[config.mk]
export PLATFORM = sky130hd
export DESIGN_NAME = clk_sel_ctrl
export DESIGN_NICKNAME = d
export VERILOG_FILES = /design/src/rtl/clk_sel_ctrl.sv
export SDC_FILE = /design/constraint.sdc
export NUM_CORES = 1
export LEC_CHECK = 0
export ABC_AREA = 1
export CORE_MARGIN = 5
export CORE_UTILIZATION = 50
export CTS_BUF_LIST = sky130_fd_sc_hd__clkbuf_16
export CTS_CLUSTER_DIAMETER = 60
export CTS_CLUSTER_SIZE = 20
export DETAILED_ROUTE_END_ITERATION = 6
export PLACE_DENSITY_LB_ADDON = 0.3
export SETUP_SLACK_MARGIN = 0.4
export SKIP_LAST_GASP = 1
export SLEW_MARGIN = 20
export SYNTH_ARGS = -nofsm -noshare
export SYNTH_HDL_FRONTEND = slang
export SYNTH_SLANG_ARGS = --single-unit
[constraint.sdc]
create_clock -name clk1 -period 1.7 [get_ports clk1]
set_input_delay 0.34 -clock clk1 [delete_from_list [all_inputs] [get_ports clk1]]
set_output_delay 0.34 -clock clk1 [all_outputs]
set_load 0.005 [all_outputs]
[src/rtl/clk_sel_ctrl.sv]
// Clock-select controller: round-robin arbitration among three requesters, then a
// registered sel_clk switch with a fixed settle time before the requester is acknowledged.
module clk_sel_ctrl #(
  parameter int SETTLE_CYC = 8
) (
  input  logic       clk1,
  input  logic       rst_n,
  input  logic [2:0] req,
  input  logic [5:0] tgt,
  output logic [1:0] sel_clk,
  output logic [2:0] ack,
  output logic [2:0] err,
  output logic       busy,
  output logic [1:0] last_grant
);

  typedef enum logic [2:0] {
    IDLE,
    CHECK,
    SETTLE,
    RESP,
    WAIT_DROP
  } state_t;

  localparam logic [3:0] SETTLE_LOAD = 4'(SETTLE_CYC - 1);

  state_t     state_q, state_d;
  logic [1:0] sel_clk_q, sel_clk_d;
  logic [2:0] ack_q, ack_d;
  logic [2:0] err_q, err_d;
  logic       busy_q, busy_d;
  logic [1:0] last_grant_q, last_grant_d;
  logic [3:0] cnt_q, cnt_d;

  logic [1:0] rr_winner;
  logic [1:0] win_tgt;
  logic [2:0] win_onehot;

  // Search starts one past the last grant so every requester gets a turn.
  function automatic logic [1:0] rr_pick(input logic [2:0] r, input logic [1:0] last);
    logic [1:0] cand;
    logic       found;
    rr_pick = 2'd0;
    found   = 1'b0;
    cand    = (last == 2'd2) ? 2'd0 : last + 2'd1;
    for (int i = 0; i < 3; i++) begin
      if (!found && r[cand]) begin
        rr_pick = cand;
        found   = 1'b1;
      end
      cand = (cand == 2'd2) ? 2'd0 : cand + 2'd1;
    end
  endfunction

  always_comb begin
    rr_winner  = rr_pick(req, last_grant_q);
    win_onehot = 3'(3'b001 << last_grant_q);
    case (last_grant_q)
      2'd0:    win_tgt = tgt[1:0];
      2'd1:    win_tgt = tgt[3:2];
      default: win_tgt = tgt[5:4];
    endcase
  end

  always_comb begin
    state_d      = state_q;
    sel_clk_d    = sel_clk_q;
    ack_d        = 3'b000;
    err_d        = 3'b000;
    last_grant_d = last_grant_q;
    cnt_d        = cnt_q;

    case (state_q)
      IDLE: begin
        if (req != 3'b000) begin
          last_grant_d = rr_winner;
          state_d      = CHECK;
        end
      end
      CHECK: begin
        if (win_tgt == 2'b11) begin
          err_d   = win_onehot;
          state_d = RESP;
        end else if (win_tgt == sel_clk_q) begin
          ack_d   = win_onehot;
          state_d = RESP;
        end else begin
          sel_clk_d = win_tgt;
          cnt_d     = SETTLE_LOAD;
          state_d   = SETTLE;
        end
      end
      SETTLE: begin
        // The ack is registered on the same edge that enters RESP, so it lines up with that state.
        if (cnt_q == 4'd0) begin
          ack_d   = win_onehot;
          state_d = RESP;
        end else begin
          cnt_d = cnt_q - 4'd1;
        end
      end
      RESP: begin
        state_d = WAIT_DROP;
      end
      WAIT_DROP: begin
        if (!req[last_grant_q]) begin
          state_d = IDLE;
        end
      end
      default: begin
        state_d = IDLE;
      end
    endcase

    busy_d = (state_d != IDLE);
  end

  always_ff @(posedge clk1) begin
    if (!rst_n) begin
      state_q      <= IDLE;
      sel_clk_q    <= 2'b00;
      ack_q        <= 3'b000;
      err_q        <= 3'b000;
      busy_q       <= 1'b0;
      last_grant_q <= 2'd2;
      cnt_q        <= 4'd0;
    end else begin
      state_q      <= state_d;
      sel_clk_q    <= sel_clk_d;
      ack_q        <= ack_d;
      err_q        <= err_d;
      busy_q       <= busy_d;
      last_grant_q <= last_grant_d;
      cnt_q        <= cnt_d;
    end
  end

  assign sel_clk    = sel_clk_q;
  assign ack        = ack_q;
  assign err        = err_q;
  assign busy       = busy_q;
  assign last_grant = last_grant_q;

endmodule

-- Yosys cells after proc, flatten, opt, wreduce, memory -nomap -nowiden
Cells that the tools add are included.
- add/subtract/negate cells: 4
- multipliers: 0
- order comparisons: 4
- bitwise gates (word level): 2
- divide/modulo/power cells: 0
- equal/unequal tests: 13
- shift operators: 1
- mux-type cells: 31
- reduce and logical (&&, ||, !) cells: 14
- operators with widths (cell ; count):
    $mux 3 ; 6
    $pmux 3 s5 ; 1
    $lt 2x3->1 const B ; 4
    $mux 2 ; 6
    $mux 4 ; 3
    $bmux 1 s2 ; 4
    $eq 2x2->1 const B ; 4
    $mux 1 ; 8
    $pmux 4 s2 ; 1
    $add 2x1->2 const B ; 3
    $eq 3x2->1 const B ; 2
    $ne 2x2->1 const B ; 3
    $pmux 3 s2 ; 1
    $reduce_and 3->1 ; 2
    $reduce_bool 3->1 ; 2
    $logic_not 4->1 ; 1
    $pmux 2 s2 ; 1
    $reduce_and 4->1 ; 1
    $sub 4x1->4 const B ; 1
    $eq 3x1->1 const B ; 1
    $eq 3x3->1 const B ; 1
    $logic_not 3->1 ; 1
    $shl 1x2->3 const A ; 1
    $eq 2x1->1 const B ; 1
    7 further kinds ; 10
- memory bits (read-only): 0
- register bits: 18
- output and inout bits: 11
- memories kept: 0
- memory bits (writable): 0
- bits of input ports: 11
- latch bits: 0

-- Logic depth before layout (Yosys ltp)
Gate-level depths: netlist of the first run.
- depth in word-level cells: 11
- gate-level depth with buffers: 12
- depth with buffers taken out: 11

-- Worst setup path before layout of the first run
OpenSTA, ideal clock, no wires.
- path kind: flip-flop to flip-flop
- from: register last_grant_q[1], in the netlist last_grant[1]
- to: register cnt_q[2]
- slack: 0.319 ns
- buffers on the path: 1
- setup time: 0.120 ns
- required time: 1.580 ns
- data arrival time: 1.262 ns
- cell stages (with the launch flop): 11
- cells stage by stage: dfxtp_1 -> buf_6 -> inv_2 -> nand3_1 -> nand3_2 -> nand3_2 -> nand2_2 -> nor2_4 -> nand2_2 -> nand2_1 -> a21oi_1
- longest elaborated chain between the ends: 5
- elaborated cells on any way between the ends: 8
- classes of those cells: eq/ne: 5; mux: 1; reduce/logical: 2
- ends and longest elaborated chain (item ; line ; text):
    start: declaration ; 32 ; logic [1:0] last_grant_q, last_grant_d;
    start signal: assignment ; 133 ; last_grant_q <= last_grant_d;
    $eq 2x1->1 or $logic_not 2->1 (tied branches) ; 58 ; case (last_grant_q)
    $pmux 2 s2 (*) ; 58 ;
    $eq 2x2->1 (on tied branches) ; 84, 81 ;
    $ne 2x2->1 (no source line) ; - ;
    $reduce_and 4->1 (no source line) (*) ; - ;
    end signal: assignment ; 134 ; cnt_q <= cnt_d;
    end: declaration ; 33 ; logic [3:0] cnt_q, cnt_d;
Mark *: on every way between the ends. The rest lies on a longest branch, timed or not.
A chain may end at the register's enable or synchronous reset.

-- Worst setup path in the final report of the first run
- from: register last_grant_q[0], in the netlist last_grant[0]
- to: register busy_q, in the netlist busy
- longest elaborated chain between the ends: 7
- elaborated cells on any way between the ends: 12
- classes of those cells: eq/ne: 3; mux: 7; reduce/logical: 2
- ends and longest elaborated chain (item ; line ; text):
    $eq 2x1->1 or $logic_not 2->1 (tied branches) ; 58 ;
    $pmux 2 s2 ; 58 ;
    $eq 2x2->1 ; 84 ; end else if (win_tgt == sel_clk_q) begin
    $mux 1 ; 84 ;
    $mux 1 ; 81 ; if (win_tgt == 2'b11) begin
    $pmux 3 s5 (*) ; 73 ; case (state_q)
    $reduce_bool 3->1 (*) ; 115 ; busy_d = (state_d != IDLE);
    end signal: assignment ; 132 ; busy_q <= busy_d;
    end: declaration ; 31 ; logic busy_q, busy_d;
Mark *: on every way between the ends. The rest lies on a longest branch, timed or not. The select of a mux whose other input is x is not followed.

==> results by group, run 1 <==
Outcome
  – Result of the run: finished clean

STA
  – Total Negative Setup Slacks: 0 ns
  – Slew at the pin closest to its max-slew limit: between 0.3 and 0.4 ns
  – Smallest setup slack after layout: 0.113 ns
  – Total setup violations reported at the end of the flow: 0
  – Worst Hold Slack: ~0.49 ns
  – Maximum clock rate: 630 MHz
  – Pins Over Slew Limit: 0
  – Unrepaired setup endpoints after global routing: true
  – Worst Clk Skew: 0.00599 ns
  – Post-route fraction of the period consumed by the critical path: 93.4%
  – Worst-case headroom to the max-slew limit: 76.9%
  – Post-layout min period: 1.59 ns
  – Number of endpoints with negative hold slack in the final report: 0

Power and ir drop
  – Standby leakage power: 0.834 nW
  – Sequential fraction of design power: 20.7%
  – Gate power share: approximately two thirds
  – Switching share of power: 46.8%
  – Worst IR Drop VDD: 1.24 mV
  – Power density relative to cell area: 1970 nW/um2
  – Switching power total: 1.64 mW
  – Internal power: 1.86 mW
  – Clk pwr share: 13.5%

Clock network
  – Post-CTS Hold Buffers: 0
  – Number of levels the H-tree was split into: 1
  – Longest Clk Path Bufs: 2
  – Number of clock buffers inserted by TritonCTS: 3
  – CTS clk-pin slew, worst paths: approximately 0.05 ns
  – Clock latency at the later pin of the worst-skew pair: around 0.25 ns
  – CTS tree: built
  – Total clock sinks: 18
  – Buffer type at the clock tree root: clkbuf_16

Finish
  – Growth of design area from synthesis to finish: 63.3%
  – Util after Layout: 82.8%
  – Summed area of non-filler cells in the final layout: 1780 um2
  – Fraction of layout instances using a drive strength above 1: 46.3%
  – Fill cells: 121
  – Fin nets: 214
  – Number of diodes added for antenna fixing: 0

Floorplan
  – Cell row count: 17
  – Core footprint: 2150 um2
  – Number of I/O pins: 22
  – Die height: 56.7 um
  – Initial standard-cell utilization of the core: about half
  – Die ar.: 3210 um2
  – Horiz. Die Dim: 56.7 um

Synthesis
  – Post-Synthesis Net Count: 165
  – Syn_area_per_cell: approximately 7 um2
  – Unique cell type count in the Yosys netlist: 24
  – Number of warnings printed during yosys synthesis: 0
  – Flip-flop and latch count after synthesis: 18
  – Area of the mapped netlist: 1090 um2
  – Number of instances in the synthesized netlist: 153
  – Post-synthesis sequential area ratio: 33.1%

Route
  – Overall via count from detail_route: 1301
  – First-pass detailed-route iteration total: 6
  – ANT nets after route: 0
  – DRT Wirelength: around 4200 um
  – Avg WL per Cell: about 18 um
  – Remaining design rule violation count: 0
  – First DRT Iteration DRCs: 57
  – Routed vias/inst: roughly 5.7

Worst setup path
  – Cell with the largest stage delay on the worst path: dfxtp_4
  – Required time worst endpoint: 1.84 ns
  – Cell Chain, Critical Path: nor2_4, nand2_2, nand2_2, nor2_4, nand2_4, nand4_4, nand4_1, nand2_1, nand2_1
  – Maximum fanout along the worst path: 7
  – Worst stage delay on the critical path: 0.40 ns
  – Data arrival time of the worst path: 1.72 ns
  – Path type of the worst setup path: reg2reg
  – Kind of cell with the highest combined delay on the critical path: simple AND/OR/NAND/NOR gates
  – Setup crit start kind: register
  – Kind of end point of the critical path: register
  – Number of buffers and inverters on the critical path: 0

Job
  – Maxcap violations: 0

Placed design
  – RePlAce Congestion: 0.807
  – Worst setup slack before clock tree synthesis: -0.0429 ns
  – Count of input and output buffers: 21
  – Instance area after placement: 1380 um2
  – DP Wirelength: 1920 um

Global route
  – First-pass GRT wire length: 5420 um
  – Global routing usage summed across all routing layers: a little over a fifth
  – Aggregate global routing overflow: 0
  – Largest net degree at the start of global routing: 11
  – Via count of the first global-routing pass: 1206
  – Number of antenna violations at the first check in global routing: 0

Min path
  – Worst hold path type: reg2reg
-- stage by stage --
stage | power (mW) | std cells
2_1_floorplan | 1.74 | 153
3_5_place_dp | 2.10 | 205
4_1_cts | 2.92 | 223
5_1_grt | 3.71 | 229
3_3_place_gp | 2.07 | 205
6_report | 3.50 | 229
-- state kept, by name, summed over array words and instances, names as in the netlist --
register    count
ack             3
state_q         3
sel_clk         2
last_grant      2
busy            1
cnt_q           4
err             3
-- repair_timing --
action,4_1_cts,5_1_grt
buffers inserted,14,6
setup endpoints to repair,25,20
gates resized for setup,42,32
pin swaps,23,14
-- layer usage --
metal	wire length [um]	global-route usage (%)
met1	1430	22.2
met2	2210	39.8
met3	286	4.37
met4	279	10.5
met5	0	0
-- worst reg2reg max path: cells and delay by family (launching register included) --
kind	cells	cell delay (ns)
AND/OR/NAND/NOR	9	1.07
flip-flops	1	0.40
-- area by class of cell --
cell class              instances  area, um2  share of cell area [%]
repair buffers                 45        398                    22.4
flip-flops and latches         18        374                    21.0
well taps                      28       35.0                    1.97
clock buffers                   3       75.1                    4.22
inverters                      24       97.6                    5.49
clock inverters                 1       3.75                   0.211
multi-input cells             110        796                    44.7
-- cell usage after synthesis --
| cell type | number | area [um2] |
|---|---|---|
| nand2_1 | 36 | 135 |
| dfxtp_1 | 18 | 360 |
| inv_1 | 17 | 63.8 |
| nor2_1 | 13 | 48.8 |
| a21oi_1 | 9 | 45.0 |
| nand3_1 | 9 | 45.0 |
| nand2_2 | 8 | 50.1 |
| inv_2 | 7 | 26.3 |
| nand3_2 | 6 | 60.1 |
| nor2_2 | 5 | 31.3 |
| nor2_4 | 4 | 45.0 |
| nand4_1 | 3 | 18.8 |
| nor3_1 | 3 | 15.0 |
| nand2_4 | 2 | 22.5 |
| o21ai_1 | 2 | 10.0 |
| o22ai_1 | 2 | 12.5 |
| xnor2_1 | 2 | 17.5 |
| buf_6 | 1 | 11.3 |
| ha_1 | 1 | 12.5 |
| nand4_4 | 1 | 21.3 |
| nor3_4 | 1 | 16.3 |
| o211ai_1 | 1 | 7.51 |
| o21ai_0 | 1 | 5.00 |
| o311ai_1 | 1 | 8.76 |
-- power by group through the flow --
| stage | Clock [mW] | Combinational (mW) | Sequential (mW) |
|---|---|---|---|
| after CTS | 0.468 | 1.76 | 0.692 |
| final | 0.473 | 2.31 | 0.725 |
| after global routing | 0.501 | 2.47 | 0.741 |
| after global placement | 0 | 1.35 | 0.714 |
| after detailed placement | 0 | 1.38 | 0.721 |
| after floorplan | 0 | 1.06 | 0.675 |
-- logic make-up after synthesis --
logic type      share of synthesized area [%]
flops                                    33.1
xor+xnor                                 1.61
simple gates                             46.7
fa+ha+maj                                1.15
buf+inv                                  9.30
compound gates                           8.15
-- final timing paths --
kind / from / depth (start not counted) / slack, ns / to
worst min register to register: cnt_q[0]$_SDFFE_PN0P_ / 2 / 0.49 / cnt_q[0]$_SDFFE_PN0P_
worst max-delay path: last_grant[0]$_SDFFE_PN0P_ / 9 / 0.11 / busy$_SDFF_PN0_
worst min-delay path: cnt_q[0]$_SDFFE_PN0P_ / 2 / 0.49 / cnt_q[0]$_SDFFE_PN0P_
worst max register to register: last_grant[0]$_SDFFE_PN0P_ / 9 / 0.11 / busy$_SDFF_PN0_
-- layout by cell type (no fill, tap or decap), drive strengths merged, types with 2 or more instances in the layout --
| master | netlist | routed |
|---|---|---|
| o21ai | 3 | 3 |
| dlygate4sd2 | 0 | 18 |
| o22ai | 2 | 2 |
| buf | 1 | 25 |
| nand3 | 15 | 15 |
| nor2 | 22 | 22 |
| clkbuf | 0 | 3 |
| a21oi | 9 | 9 |
| inv | 24 | 24 |
| nand4 | 4 | 4 |
| nor3 | 4 | 4 |
| nand2 | 46 | 46 |
| dfxtp | 18 | 18 |
| xnor2 | 2 | 2 |
No activity file was read; power rests on OpenSTA's default activity.
==> inputs of run 2 (changes only) <==
HOLD_SLACK_MARGIN = 0.05   (was default)
==> results of run 2 <==
The final DEF is identical to that of run 1; final timing and power are the same.
==> inputs of run 3 (changes only) <==
GPL_TIMING_DRIVEN = 0   (was default)
==> run 3 against run 2 <==
  * First-iteration DRC count fell by 47%
  * Hold slack got worse by 0.031 ns
  * Register-to-register slack gained 0.02 ns
  * Flip-flop and latch count unchanged
  * Die area is the same
  * Total power is 8.9% lower
  * Clock power is 0.8% lower
  * Combinational power decreased by 12%
  * Critical endpoint is now last_grant[0]$_SDFFE_PN0P_
==> results by group, run 3 (synthesis gave the netlist of run 1 again) <==
Global route
  – Largest net degree at the start of global routing: 11 (unchanged)
  – Global routing usage summed across all routing layers: 19.9% (was 21.3%)
  – First-pass GRT wire length: 5110 um (was 5420 um)
  – Via count of the first global-routing pass: 1213 (was 1206)
  – Number of antenna violations at the first check in global routing: 0 (unchanged)
  – Aggregate global routing overflow: 0 (unchanged)

Route
  – First-pass detailed-route iteration total: 4 (was 6)
  – Overall via count from detail_route: 1239 (was 1301)
  – Avg WL per Cell: 15.4 um (was 18.4 um)
  – ANT nets after route: 0 (unchanged)
  – Remaining design rule violation count: 0 (unchanged)
  – Routed vias/inst: 5.58 (was 5.68)
  – DRT Wirelength: 3420 um (was 4210 um)
  – First DRT Iteration DRCs: 30 (was 57)

Worst setup path
  – Data arrival time of the worst path: 1.73 ns (was 1.72 ns)
  – Cell with the largest stage delay on the worst path: dfxtp_2 (was dfxtp_4)
  – Reg2Reg Launch Point: last_grant[1]$_SDFFE_PN1P_ (was last_grant[0]$_SDFFE_PN0P_)
  – Slack of the worst reg-to-reg path: 0.14 ns (was 0.11 ns)
  – Kind of end point of the critical path: register (unchanged)
  – Worst stage delay on the critical path: 0.32 ns (was 0.40 ns)
  – Setup crit start kind: register (unchanged)
  – Maximum fanout along the worst path: 6 (was 7)
  – Cell Chain, Critical Path: buf_8, nor2_4, buf_4, nand2_1, o211ai_1, nand2_1, nor2_4, a21oi_1, a21oi_1 (was nor2_4, nand2_2, nand2_2, nor2_4, nand2_4, nand4_4, nand4_1, nand2_1, nand2_1)
  – Path type of the worst setup path: reg2reg (unchanged)
  – R2R Path End: last_grant[0]$_SDFFE_PN0P_ (was busy$_SDFF_PN0_)
  – Cells on worst reg2reg path: 9 (unchanged)
  – Required time worst endpoint: 1.87 ns (was 1.84 ns)

Min path
  – Worst hold path type: in2reg (was reg2reg)
  – Number of cells traversed by the worst hold path: 2 (unchanged)
  – Sink of the worst hold path: last_grant[1]$_SDFFE_PN1P_ (was cnt_q[0]$_SDFFE_PN0P_)
  – Worst Hold Launch: rst_n (was cnt_q[0]$_SDFFE_PN0P_)

Finish
  – Growth of design area from synthesis to finish: 55.6% (was 63.3%)
  – Summed area of non-filler cells in the final layout: 1700 um2 (was 1780 um2)
  – Register with the highest flop count: cnt_q (unchanged)
  – Number of flip-flops in the largest register: 4 (unchanged)
  – Fraction of layout instances using a drive strength above 1: 41.2% (was 46.3%)
  – Fin nets: 207 (was 214)
  – Most frequent cells in the layout: 29 x nand2_1, 16 x inv_1, 15 x dlygate4sd2_1 (was 28 x nand2_1, 18 x dlygate4sd2_1, 17 x buf_4)
  – Number of diodes added for antenna fixing: 0 (unchanged)
  – Most common library cell in the layout ignoring fill and taps: nand2_1 (unchanged)
  – Fill cells: 147 (was 121)
  – Count of non-filler cells in the finished layout: 222 (was 229)

Clock network
  – Number of levels the H-tree was split into: 1 (unchanged)
  – Total clock sinks: 18 (unchanged)
  – Longest Clk Path Bufs: 2 (unchanged)
  – CTS tree: built (unchanged)
  – CTS clk-pin slew, worst paths: 0.05 ns (about the same)
  – Clock latency at the later pin of the worst-skew pair: 0.25 ns (about the same)
  – Buffer type at the clock tree root: clkbuf_16 (unchanged)
  – Number of clock buffers inserted by TritonCTS: 3 (unchanged)

Placed design
  – Worst setup slack before clock tree synthesis: -0.137 ns (was -0.0429 ns)
  – Placed instance count: 202 (was 205)
  – DP Wirelength: 1920 um (about the same)
  – RePlAce Congestion: 0.785 (was 0.807)
  – Count of input and output buffers: 21 (unchanged)
  – Instance area after placement: 1360 um2 (was 1380 um2)

Floorplan
  – Horiz. Die Dim: 56.7 um (unchanged)
  – Core footprint: 2150 um2 (unchanged)
  – Cell row count: 17 (unchanged)
  – Number of I/O pins: 22 (unchanged)
  – Initial standard-cell utilization of the core: 50.7% (unchanged)
  – Die ar.: 3210 um2 (unchanged)
  – Die height: 56.7 um (unchanged)

Job
  – Maxcap violations: 0 (unchanged)

STA
  – Post-layout min period: 1.56 ns (was 1.59 ns)
  – Smallest setup slack after layout: 0.135 ns (was 0.113 ns)
  – Unrepaired setup endpoints after global routing: true (unchanged)
  – Post-route fraction of the period consumed by the critical path: 92.1% (was 93.4%)
  – Slew at the pin closest to its max-slew limit: 0.442 ns (was 0.345 ns)
  – Worst-case headroom to the max-slew limit: 70.5% (was 76.9%)
  – Number of endpoints with negative hold slack in the final report: 0 (unchanged)
  – Worst Clk Skew: 0.00310 ns (was 0.00599 ns)
  – Maximum clock rate: 639 MHz (was 630 MHz)
  – Total setup violations reported at the end of the flow: 0 (unchanged)
  – Pins Over Slew Limit: 0 (unchanged)

Power and ir drop
  – Power density relative to cell area: 1880 nW/um2 (was 1970 nW/um2)
  – Worst IR Drop VDD: 1.14 mV (was 1.24 mV)
  – Standby leakage power: 0.801 nW (was 0.834 nW)

Outcome
  – Result of the run: finished clean (unchanged)
-- run 3: worst max path at each step --
| stage | startpoint | to | slack (ns) | depth (start not counted) |
|---|---|---|---|---|
| finish | last_grant[1]$_SDFFE_PN1P_ | last_grant[0]$_SDFFE_PN0P_ | 0.14 | 9 |
| global route | last_grant[1]$_SDFFE_PN1P_ | last_grant[1]$_SDFFE_PN1P_ | 0.03 | 10 |
| CTS | last_grant[1]$_SDFFE_PN1P_ | ack[0]$_SDFF_PN0_ | 0.22 | 12 |
| detailed placement | req[0] | busy$_SDFF_PN0_ | -0.14 | 5 |
| global placement | req[0] | busy$_SDFF_PN0_ | -0.12 | 5 |
| floorplan | last_grant[1]$_SDFFE_PN1P_ | ack[2]$_SDFF_PN0_ | 0.34 | 12 |
-- run 3: per-layer routing --
| layer | global-route usage [%] | vias up | wire, um |
|---|---|---|---|
| li1 | - | 576 | - |
| met1 | 20.5 | 587 | 1250 |
| met2 | 37.8 | 59 | 1830 |
| met3 | 3.91 | 17 | 203 |
| met4 | 9.15 | 0 | 129 |
| met5 | 0 | - | 0 |
-- run 3: repair_timing --
| item | CTS | global route |
|---|---|---|
| resized for setup | 27 | 29 |
| setup endpoints to repair | 26 | 18 |
| cloned | 0 | 0 |
| pin swaps | 10 | 17 |
| buffers inserted | 11 | 5 |
| hold buffers | 0 | 0 |
-- run 3: cell type report --
class                           count  area [um2]  area share, %
Multi-Input combinational cell    110         778           45.9
Sequential cell                    18         369           21.8
Timing Repair Buffer               37         327           19.3
Inverter                           24        92.6           5.46
Clock buffer                        3        75.1           4.43
Tap cell                           28        35.0           2.07
Buffer                              1        15.0          0.886
Clock inverter                      1        3.75          0.221
-- run 3: through the flow --
stage | TNS (ns) | power [mW] | utilization (%) | hold slack, ns
after floorplan | 0 | 1.74 | - | 0.425
after global routing | 0 | 3.39 | 78.9 | 0.492
after detailed placement | -0.738 | 2.09 | 63.3 | 0.478
after global placement | -0.448 | 2.04 | 63.3 | 0.471
final | 0 | 3.19 | 78.9 | 0.458
after CTS | 0 | 2.79 | 71.5 | 0.485
-- run 3: critical path: cells and delay by family, from the launching register on --
family / cells / cell delay, ns
DFF: 1 / 0.32
and+or+nand+nor: 4 / 0.50
AOI/OAI and AO/OA: 3 / 0.38
buffers and inverters: 2 / 0.28
-- run 3: report_power, final --
part / internal [mW] / total (mW) / switching [mW]
Clock: 0.313 / 0.469 / 0.156
Sequential: 0.559 / 0.682 / 0.123
Combinational: 0.854 / 2.04 / 1.19
Total: 1.73 / 3.19 / 1.47
